### config.mk
export PLATFORM = sky130hd
export DESIGN_NAME = imem_arbiter_flat
export DESIGN_NICKNAME = d
export VERILOG_FILES = /design/src/rtl/imem_arb_pkg.sv /design/src/rtl/imem_arbiter_if.sv /design/src/rtl/imem_addr_check.sv /design/src/rtl/imem_arbiter.sv /design/src/flat_wrapper.sv
export SDC_FILE = /design/constraint.sdc
export NUM_CORES = 1
export LEC_CHECK = 0
export BUFFER_PORTS_ARGS = -buffer_cell sky130_fd_sc_hd__buf_2
export CORE_AREA = 2 2 95 97
export DETAILED_ROUTE_END_ITERATION = 8
export DIE_AREA = 0 0 97 99
export PLACE_DENSITY = 0.5
export SLEW_MARGIN = 20
export SYNTH_ARGS = -nofsm -noshare
export SYNTH_HDL_FRONTEND = slang
export SYNTH_SLANG_ARGS = --single-unit
### constraint.sdc
create_clock -name clk -period 1.4 [get_ports clk]
set_input_delay 0.28 -clock clk [delete_from_list [all_inputs] [get_ports clk]]
set_output_delay 0.28 -clock clk [all_outputs]
set_load 0.03 [all_outputs]
### src/rtl/imem_arb_pkg.sv
// Shared types and helpers for the instruction-RAM arbiter.
package imem_arb_pkg;

  typedef enum logic {
    ARB  = 1'b0,
    LOCK = 1'b1
  } state_e;

  typedef enum logic {
    OWN_IF = 1'b0,
    OWN_LD = 1'b1
  } owner_e;

  // Word-index width for a RAM of mem_size words (at least one bit).
  function automatic int unsigned calc_idx_w(int unsigned mem_size);
    return (mem_size > 1) ? $clog2(mem_size) : 1;
  endfunction

endpackage

### src/rtl/imem_arbiter_if.sv
// Bundle of fetch, loader and RAM signals around the instruction-RAM arbiter.
// slave: arbiter side. master: requesters plus the RAM.
interface imem_arbiter_if
  import imem_arb_pkg::*;
#(
  parameter int unsigned DATA_WIDTH = 32,
  parameter int unsigned ADDR_WIDTH = 32,
  parameter int unsigned MEM_SIZE   = 512
);
  localparam int unsigned IDX_W = calc_idx_w(MEM_SIZE);

  // Fetch port
  logic                  if_req;
  logic [ADDR_WIDTH-1:0] if_addr;
  logic                  if_gnt;
  logic                  if_rvalid;
  logic [DATA_WIDTH-1:0] if_rdata;
  logic                  if_err;
  // Loader port
  logic                  ld_req;
  logic                  ld_we;
  logic [ADDR_WIDTH-1:0] ld_addr;
  logic [DATA_WIDTH-1:0] ld_wdata;
  logic                  ld_lock;
  logic                  ld_gnt;
  logic                  ld_rvalid;
  logic [DATA_WIDTH-1:0] ld_rdata;
  logic                  ld_err;
  logic                  locked;
  // RAM port
  logic                  mem_en;
  logic                  mem_we;
  logic [IDX_W-1:0]      mem_addr;
  logic [DATA_WIDTH-1:0] mem_wdata;
  logic [DATA_WIDTH-1:0] mem_rdata;

  modport slave (
    input  if_req, if_addr, ld_req, ld_we, ld_addr, ld_wdata, ld_lock, mem_rdata,
    output if_gnt, if_rvalid, if_rdata, if_err,
    output ld_gnt, ld_rvalid, ld_rdata, ld_err, locked,
    output mem_en, mem_we, mem_addr, mem_wdata
  );

  modport master (
    output if_req, if_addr, ld_req, ld_we, ld_addr, ld_wdata, ld_lock, mem_rdata,
    input  if_gnt, if_rvalid, if_rdata, if_err,
    input  ld_gnt, ld_rvalid, ld_rdata, ld_err, locked,
    input  mem_en, mem_we, mem_addr, mem_wdata
  );

endinterface

### src/rtl/imem_addr_check.sv
// Byte address to word index, flagging misaligned or out-of-range accesses.
module imem_addr_check #(
  parameter int unsigned ADDR_WIDTH = 32,
  parameter int unsigned MEM_SIZE   = 512,
  parameter int unsigned IDX_W      = 9
) (
  input  logic [ADDR_WIDTH-1:0] addr,
  output logic [IDX_W-1:0]      idx,
  output logic                  err
);

  logic [ADDR_WIDTH-1:0] word;

  // Alignment and range check on the full word address.
  always_comb begin
    word = addr >> 2;
    idx  = word[IDX_W-1:0];
    err  = (addr[1:0] != 2'b00) || (word >= ADDR_WIDTH'(MEM_SIZE));
  end

endmodule

### src/rtl/imem_arbiter.sv
// Arbiter sharing the single synchronous-read instruction RAM port between
// the fetch stage and the loader/debug port, with an exclusive lock mode.
// Optional feature macro: IMEM_ARB_STARVE_EN (loader anti-starvation counter).
module imem_arbiter
  import imem_arb_pkg::*;
#(
  parameter int unsigned DATA_WIDTH   = 32,
  parameter int unsigned ADDR_WIDTH   = 32,
  parameter int unsigned MEM_SIZE     = 512,
  parameter int unsigned STARVE_LIMIT = 4
) (
  input logic            clk,
  input logic            reset,
  imem_arbiter_if.slave  bus
);
  localparam int unsigned IDX_W = calc_idx_w(MEM_SIZE);

  logic [IDX_W-1:0] if_idx, ld_idx;
  logic             if_bad, ld_bad;
  logic             if_gnt, ld_gnt;
  logic             starved;
  state_e           state_q, state_d;
  logic             rsp_rd_q, rsp_err_q;
  owner_e           rsp_owner_q;
  logic [DATA_WIDTH-1:0] rsp_data;

  imem_addr_check #(
    .ADDR_WIDTH (ADDR_WIDTH),
    .MEM_SIZE   (MEM_SIZE),
    .IDX_W      (IDX_W)
  ) u_if_check (
    .addr (bus.if_addr),
    .idx  (if_idx),
    .err  (if_bad)
  );

  imem_addr_check #(
    .ADDR_WIDTH (ADDR_WIDTH),
    .MEM_SIZE   (MEM_SIZE),
    .IDX_W      (IDX_W)
  ) u_ld_check (
    .addr (bus.ld_addr),
    .idx  (ld_idx),
    .err  (ld_bad)
  );

`ifdef IMEM_ARB_STARVE_EN
  localparam int unsigned CNT_W = calc_idx_w(STARVE_LIMIT + 1);

  logic [CNT_W-1:0] starve_q, starve_d;

  assign starved = (starve_q == CNT_W'(STARVE_LIMIT));

  // Count lost arbitrations while the loader waits; any loader grant clears.
  always_comb begin
    starve_d = starve_q;
    if (ld_gnt) begin
      starve_d = '0;
    end else if (bus.ld_req && if_gnt && !starved) begin
      starve_d = starve_q + CNT_W'(1);
    end
  end

  // Starvation counter register.
  always_ff @(posedge clk) begin
    if (reset) begin
      starve_q <= '0;
    end else begin
      starve_q <= starve_d;
    end
  end
`else
  // Strict fetch priority: the loader only wins when fetch is idle.
  assign starved = 1'b0;
`endif

  // Grant decision and state transitions; grants are same-cycle combinational.
  always_comb begin
    state_d = state_q;
    if_gnt  = 1'b0;
    ld_gnt  = 1'b0;
    unique case (state_q)
      ARB: begin
        if (bus.ld_req && (!bus.if_req || starved)) begin
          ld_gnt = 1'b1;
          if (bus.ld_lock) state_d = LOCK;
        end else if (bus.if_req) begin
          if_gnt = 1'b1;
        end
      end
      LOCK: begin
        // Unlock cycle issues no grant; arbitration resumes next cycle.
        if (!bus.ld_lock) begin
          state_d = ARB;
        end else if (bus.ld_req) begin
          ld_gnt = 1'b1;
        end
      end
      default: state_d = ARB;
    endcase
  end

  // State register.
  always_ff @(posedge clk) begin
    if (reset) begin
      state_q <= ARB;
    end else begin
      state_q <= state_d;
    end
  end

  // RAM controls follow the winner; error accesses never reach the RAM.
  always_comb begin
    bus.mem_en    = 1'b0;
    bus.mem_we    = 1'b0;
    bus.mem_addr  = '0;
    bus.mem_wdata = bus.ld_wdata;
    if (if_gnt) begin
      bus.mem_en   = !if_bad;
      bus.mem_addr = if_idx;
    end else if (ld_gnt) begin
      bus.mem_en   = !ld_bad;
      bus.mem_we   = bus.ld_we && !ld_bad;
      bus.mem_addr = ld_idx;
    end
  end

  // Response tag captured at grant: read-pending, error and owner.
  always_ff @(posedge clk) begin
    if (reset) begin
      rsp_rd_q    <= 1'b0;
      rsp_err_q   <= 1'b0;
      rsp_owner_q <= OWN_IF;
    end else begin
      rsp_rd_q    <= if_gnt || (ld_gnt && !bus.ld_we);
      rsp_err_q   <= (if_gnt && if_bad) || (ld_gnt && ld_bad);
      rsp_owner_q <= ld_gnt ? OWN_LD : OWN_IF;
    end
  end

  // Route the registered response to its owner; data is zero on error.
  always_comb begin
    rsp_data      = (rsp_rd_q && !rsp_err_q) ? bus.mem_rdata : '0;
    bus.if_gnt    = if_gnt;
    bus.ld_gnt    = ld_gnt;
    bus.locked    = (state_q == LOCK);
    bus.if_rvalid = rsp_rd_q && (rsp_owner_q == OWN_IF);
    bus.if_err    = rsp_err_q && (rsp_owner_q == OWN_IF);
    bus.if_rdata  = (rsp_owner_q == OWN_IF) ? rsp_data : '0;
    bus.ld_rvalid = rsp_rd_q && (rsp_owner_q == OWN_LD);
    bus.ld_err    = rsp_err_q && (rsp_owner_q == OWN_LD);
    bus.ld_rdata  = (rsp_owner_q == OWN_LD) ? rsp_data : '0;
  end

endmodule

### src/flat_wrapper.sv
// flat-port wrapper written by rule: the top's interface ports become plain ports
module imem_arbiter_flat import imem_arb_pkg::*;
#(
  parameter int unsigned DATA_WIDTH   = 32,
  parameter int unsigned ADDR_WIDTH   = 32,
  parameter int unsigned MEM_SIZE     = 512,
  parameter int unsigned STARVE_LIMIT = 4
)
  (clk, reset, bus_if_req, bus_if_addr, bus_ld_req, bus_ld_we, bus_ld_addr, bus_ld_wdata, bus_ld_lock, bus_mem_rdata, bus_if_gnt, bus_if_rvalid, bus_if_rdata, bus_if_err, bus_ld_gnt, bus_ld_rvalid, bus_ld_rdata, bus_ld_err, bus_locked, bus_mem_en, bus_mem_we, bus_mem_addr, bus_mem_wdata);
  imem_arbiter_if #(.DATA_WIDTH(DATA_WIDTH), .ADDR_WIDTH(ADDR_WIDTH), .MEM_SIZE(MEM_SIZE)) bus_i ();
  input logic clk;
  input logic reset;
  input wire logic [$bits(bus_i.if_req)-1:0] bus_if_req;
  input wire logic [$bits(bus_i.if_addr)-1:0] bus_if_addr;
  input wire logic [$bits(bus_i.ld_req)-1:0] bus_ld_req;
  input wire logic [$bits(bus_i.ld_we)-1:0] bus_ld_we;
  input wire logic [$bits(bus_i.ld_addr)-1:0] bus_ld_addr;
  input wire logic [$bits(bus_i.ld_wdata)-1:0] bus_ld_wdata;
  input wire logic [$bits(bus_i.ld_lock)-1:0] bus_ld_lock;
  input wire logic [$bits(bus_i.mem_rdata)-1:0] bus_mem_rdata;
  output wire logic [$bits(bus_i.if_gnt)-1:0] bus_if_gnt;
  output wire logic [$bits(bus_i.if_rvalid)-1:0] bus_if_rvalid;
  output wire logic [$bits(bus_i.if_rdata)-1:0] bus_if_rdata;
  output wire logic [$bits(bus_i.if_err)-1:0] bus_if_err;
  output wire logic [$bits(bus_i.ld_gnt)-1:0] bus_ld_gnt;
  output wire logic [$bits(bus_i.ld_rvalid)-1:0] bus_ld_rvalid;
  output wire logic [$bits(bus_i.ld_rdata)-1:0] bus_ld_rdata;
  output wire logic [$bits(bus_i.ld_err)-1:0] bus_ld_err;
  output wire logic [$bits(bus_i.locked)-1:0] bus_locked;
  output wire logic [$bits(bus_i.mem_en)-1:0] bus_mem_en;
  output wire logic [$bits(bus_i.mem_we)-1:0] bus_mem_we;
  output wire logic [$bits(bus_i.mem_addr)-1:0] bus_mem_addr;
  output wire logic [$bits(bus_i.mem_wdata)-1:0] bus_mem_wdata;
  assign bus_i.if_req = bus_if_req;
  assign bus_i.if_addr = bus_if_addr;
  assign bus_i.ld_req = bus_ld_req;
  assign bus_i.ld_we = bus_ld_we;
  assign bus_i.ld_addr = bus_ld_addr;
  assign bus_i.ld_wdata = bus_ld_wdata;
  assign bus_i.ld_lock = bus_ld_lock;
  assign bus_i.mem_rdata = bus_mem_rdata;
  assign bus_if_gnt = bus_i.if_gnt;
  assign bus_if_rvalid = bus_i.if_rvalid;
  assign bus_if_rdata = bus_i.if_rdata;
  assign bus_if_err = bus_i.if_err;
  assign bus_ld_gnt = bus_i.ld_gnt;
  assign bus_ld_rvalid = bus_i.ld_rvalid;
  assign bus_ld_rdata = bus_i.ld_rdata;
  assign bus_ld_err = bus_i.ld_err;
  assign bus_locked = bus_i.locked;
  assign bus_mem_en = bus_i.mem_en;
  assign bus_mem_we = bus_i.mem_we;
  assign bus_mem_addr = bus_i.mem_addr;
  assign bus_mem_wdata = bus_i.mem_wdata;
  imem_arbiter #(.DATA_WIDTH(DATA_WIDTH), .ADDR_WIDTH(ADDR_WIDTH), .MEM_SIZE(MEM_SIZE), .STARVE_LIMIT(STARVE_LIMIT)) u_core (.clk(clk), .reset(reset), .bus(bus_i));
endmodule
==> qor_table.md <==
| Step | Quantity | This run |
|---|---|---|
| outcome | Run status | finished with violations |
| outcome | Violations in the final reports | negative setup slack |
| placement | Gpl congestion | 0.750 |
| power and ir drop | Power density over the cells | 429 nW/um2 |
| detailed routing | Initial DRC count | 9 |
| detailed routing | Number of routed nets with antenna violations | 0 |
| cells and area | Final Util | 34.5% |
| die | X dimension of the die | 97 um |
| timing | Final worst-path cycle share | 116% |
| worst setup path | R2r setup slk | 0.28 ns |
| worst setup path | Critical path launch point | u_core.rsp_rd_q$_SDFF_PP0_ |
| timing | Transition time at the pin with the least slew margin | 0.227 ns |
| timing | Count of final setup violators | 76 |
| timing | Min Tclk post-route | 1.62 ns |
| flow run | Max Cap Viol | 0 |
| detailed routing | DRC viols | 0 |
| logic synthesis | Fraction of post-synthesis cell area in the top cell type by area | 37.4% |
| logic synthesis | Flip-flop cell with the highest count after synthesis | dfxtp_1 |
| worst setup path | Critical path type | reg2out |
| logic synthesis | Async S/R FF share, synth | 0% |
| timing | Total negative slack | -12.88 ns |
| cts | CTS tree | built |
| logic synthesis | Number of flops mapped to enable cells by yosys | 0 |
| power and ir drop | Leakage | 0.00152 uW |
| worst setup path | End of the critical path | bus_if_rdata[0] |
| logic synthesis | Post-synthesis cell type count | 26 |
| worst setup path | Crit path max fanout | 8 |
| power and ir drop | Max VDD drop | 0.353 mV |
| cts | Clock slew seen by the registers of the worst setup and hold paths | 0.04 ns |
| worst setup path | Sort of element at the end of the critical path | output port |
| timing | Max Transition Viols Final | 0 |
| logic synthesis | Leading area contributor after synthesis | and2_1 |
| cts | Cell at the root of the clock tree | clkbuf_8 |
| hold path | Classification of the worst-slack hold path | in2reg |
| logic synthesis | Number of storage elements in the synthesis netlist | 4 |
| detailed routing | Wire length per cell | 13.3 um |
| logic synthesis | Sequential area share after synthesis | 7.14% |
| worst setup path | Kind of start point of the critical path | flop |
| cells and area | Area growth syn-to-layout | 163% |
| logic synthesis | Gate count of the mapped netlist | 159 |
| cts | Bufs on Longest Clock Path | 2 |
| worst setup path | Arr. time, crit path | 1.34 ns |
| die | Number of rows in the core area | 34 |
| logic synthesis | Cell with the most instances after synthesis | and2_1 |
| worst setup path | CP required | 1.12 ns |
| worst setup path | Startpoint of the most critical register-to-register path | u_core.bus.locked$_SDFF_PP0_ |
| detailed routing | Pre-antenna DRT Iters | 2 |
| global routing | Via count of the first global-routing pass | 1777 |
| timing | Worst Clk Skew | 0.0122 ns |
| global routing | Number of antenna violations at the first check in global routing | 0 |
| cts | Skew-Pair Late Insertion Delay | 0.23 ns |
| worst setup path | Reg-to-reg endpoint | u_core.rsp_err_q$_SDFF_PP0_ |
| logic synthesis | Most common library cells after synthesis | 67 x and2_1, 33 x buf_4, 9 x a22o_1 |
| timing | Relative slew margins | 84.7% |
| detailed routing | Via count | 1761 |
| logic synthesis | Post-synth design cell area | 1120 um2 |
| detailed routing | DR vias/cell | 4.03 |
| detailed routing | Routed wire length | 5820 um |
| cts | Clock sink total | 4 |
| placement | Half-perimeter wire length after placement | 4350 um |
| logic synthesis | Leading cell types by total area after synthesis | and2_1 37%, buf_4 22%, dfxtp_1 7.1%, a22o_1 7.0%, nor4_1 3.9% |
| timing | RSZ-0062 raised after global routing | true |
| die | Height of the chip | 99 um |
| worst setup path | FF-to-FF path depth | 6 |
| die | Starting density of the core | 13.1% |
| cells and area | Final Net Count | 464 |
| logic synthesis | Net Count, Synth | 293 |
| cts | CTS buffer count | 3 |
| cells and area | Diode count | 0 |
| global routing | Wire length of the first global-routing pass | 8290 um |
| logic synthesis | Post-synthesis area per instance | 7.05 um2 |
| cts | H-tree depth | 1 |
| timing | Final hold violation count | 0 |
| global routing | Congestion Overflow GR | 0 |
| timing | Min setup slack post-route | -0.224 ns |
| die | Core outline area | 8550 um2 |
| global routing | Largest net degree at the start of global routing | 33 |
| logic synthesis | YS warnings | 0 |
| cts | Hold_buf cts | 0 |
| die | Number of I/O pins | 248 |
| cells and area | Layout cells sized above 1 | 82.1% |
| timing | Fmax | 616 MHz |
| placement | Number of I/O port buffers | 183 |
| global routing | Total global-route track usage | 10.5% |
| die | Area enclosed by the die boundary | 9600 um2 |
==> sequential cells by signal, summed over array words and instances, names as in the netlist <==
register / cells
u_core.rsp_rd_q: 1
u_core.rsp_owner_q: 1
u_core.rsp_err_q: 1
u_core.bus.locked: 1
==> power breakdown <==
group | leakage [uW] | switching [uW] | internal (uW) | total, uW
sequential | 0.0000353 | 8.40 | 121 | 129
clock | 0.0000228 | 71.1 | 195 | 267
combinational | 0.00146 | 413 | 459 | 871
total | 0.00152 | 492 | 775 | 1270
==> worst max-delay path: stages, from the launching register on <==
cell       delay, ns
dfxtp_4         0.35
nor3b_4         0.21
buf_6           0.15
clkbuf_16       0.14
and2_4          0.14
buf_6           0.12
==> cell usage in the layout (no fill, tap or decap), drive strengths merged <==
master	count
nor2b	3
dfxtp	4
and2	67
nand2	3
nor2	2
a21o	1
buf	204
nor4	10
nor3b	2
clkbuf	6
nand2b	2
a21oi	2
inv	4
o21bai	1
nor3	3
nand3	1
a22o	9
and3b	1
o31ai	1
nand4	2
o211ai	1
==> final cells by class <==
class | instances | area, um2
fill | 840 | 5600
clock buffer | 4 | 45.0
sequential | 4 | 92.6
timing repair buffer | 206 | 1680
inverter | 4 | 30.0
multi-input combinational | 111 | 972
tap | 108 | 135
==> kinds of logic (layout without fill, tap and decap cells) <==
| kind of cell | Yosys count | count (layout) | share of synthesized area [%] |
|---|---|---|---|
| simple gates | 96 | 96 | 55.7 |
| buf+inv | 44 | 214 | 26.6 |
| flops | 4 | 4 | 7.14 |
| compound gates | 15 | 15 | 10.6 |
==> worst min path at each step <==
stage,depth (start not counted),endpoint,startpoint
floorplan,1,u_core.bus.locked$_SDFF_PP0_,reset
detailed placement,2,u_core.rsp_owner_q$_SDFF_PP0_,reset
CTS,2,u_core.rsp_rd_q$_SDFF_PP0_,reset
global route,2,u_core.rsp_rd_q$_SDFF_PP0_,reset
global placement,2,u_core.bus.locked$_SDFF_PP0_,reset
finish,2,u_core.rsp_rd_q$_SDFF_PP0_,reset
==> metal layers <==
metal,track usage [%],share of wire (%)
met5,0,0
met4,3.25,1.3
met3,3.69,12
met2,20.6,52
met1,10.2,35
==> metrics by stage <==
step | hold slack (ns) | instances | worst slack (ns) | cell area (um2) | power (uW)
floorplan | 0.346 | 159 | -0.00427 | 1200 | 635
global placement | 0.542 | 422 | -0.254 | 2090 | 747
detailed placement | 0.543 | 422 | -0.269 | 2090 | 753
CTS | 0.301 | 432 | -0.221 | 2700 | 1150
global route | 0.304 | 437 | -0.261 | 2950 | 1330
finish | 0.288 | 437 | -0.224 | 2950 | 1270
==> what timing repair did <==
item | CTS | global route
gates cloned | 0 | 3
resized for setup | 169 | 55
setup buffers | 7 | 5
endpoints found under the setup margin | 77 | 78
pin swaps | 8 | 39
Power figures use the tool's default switching activity.
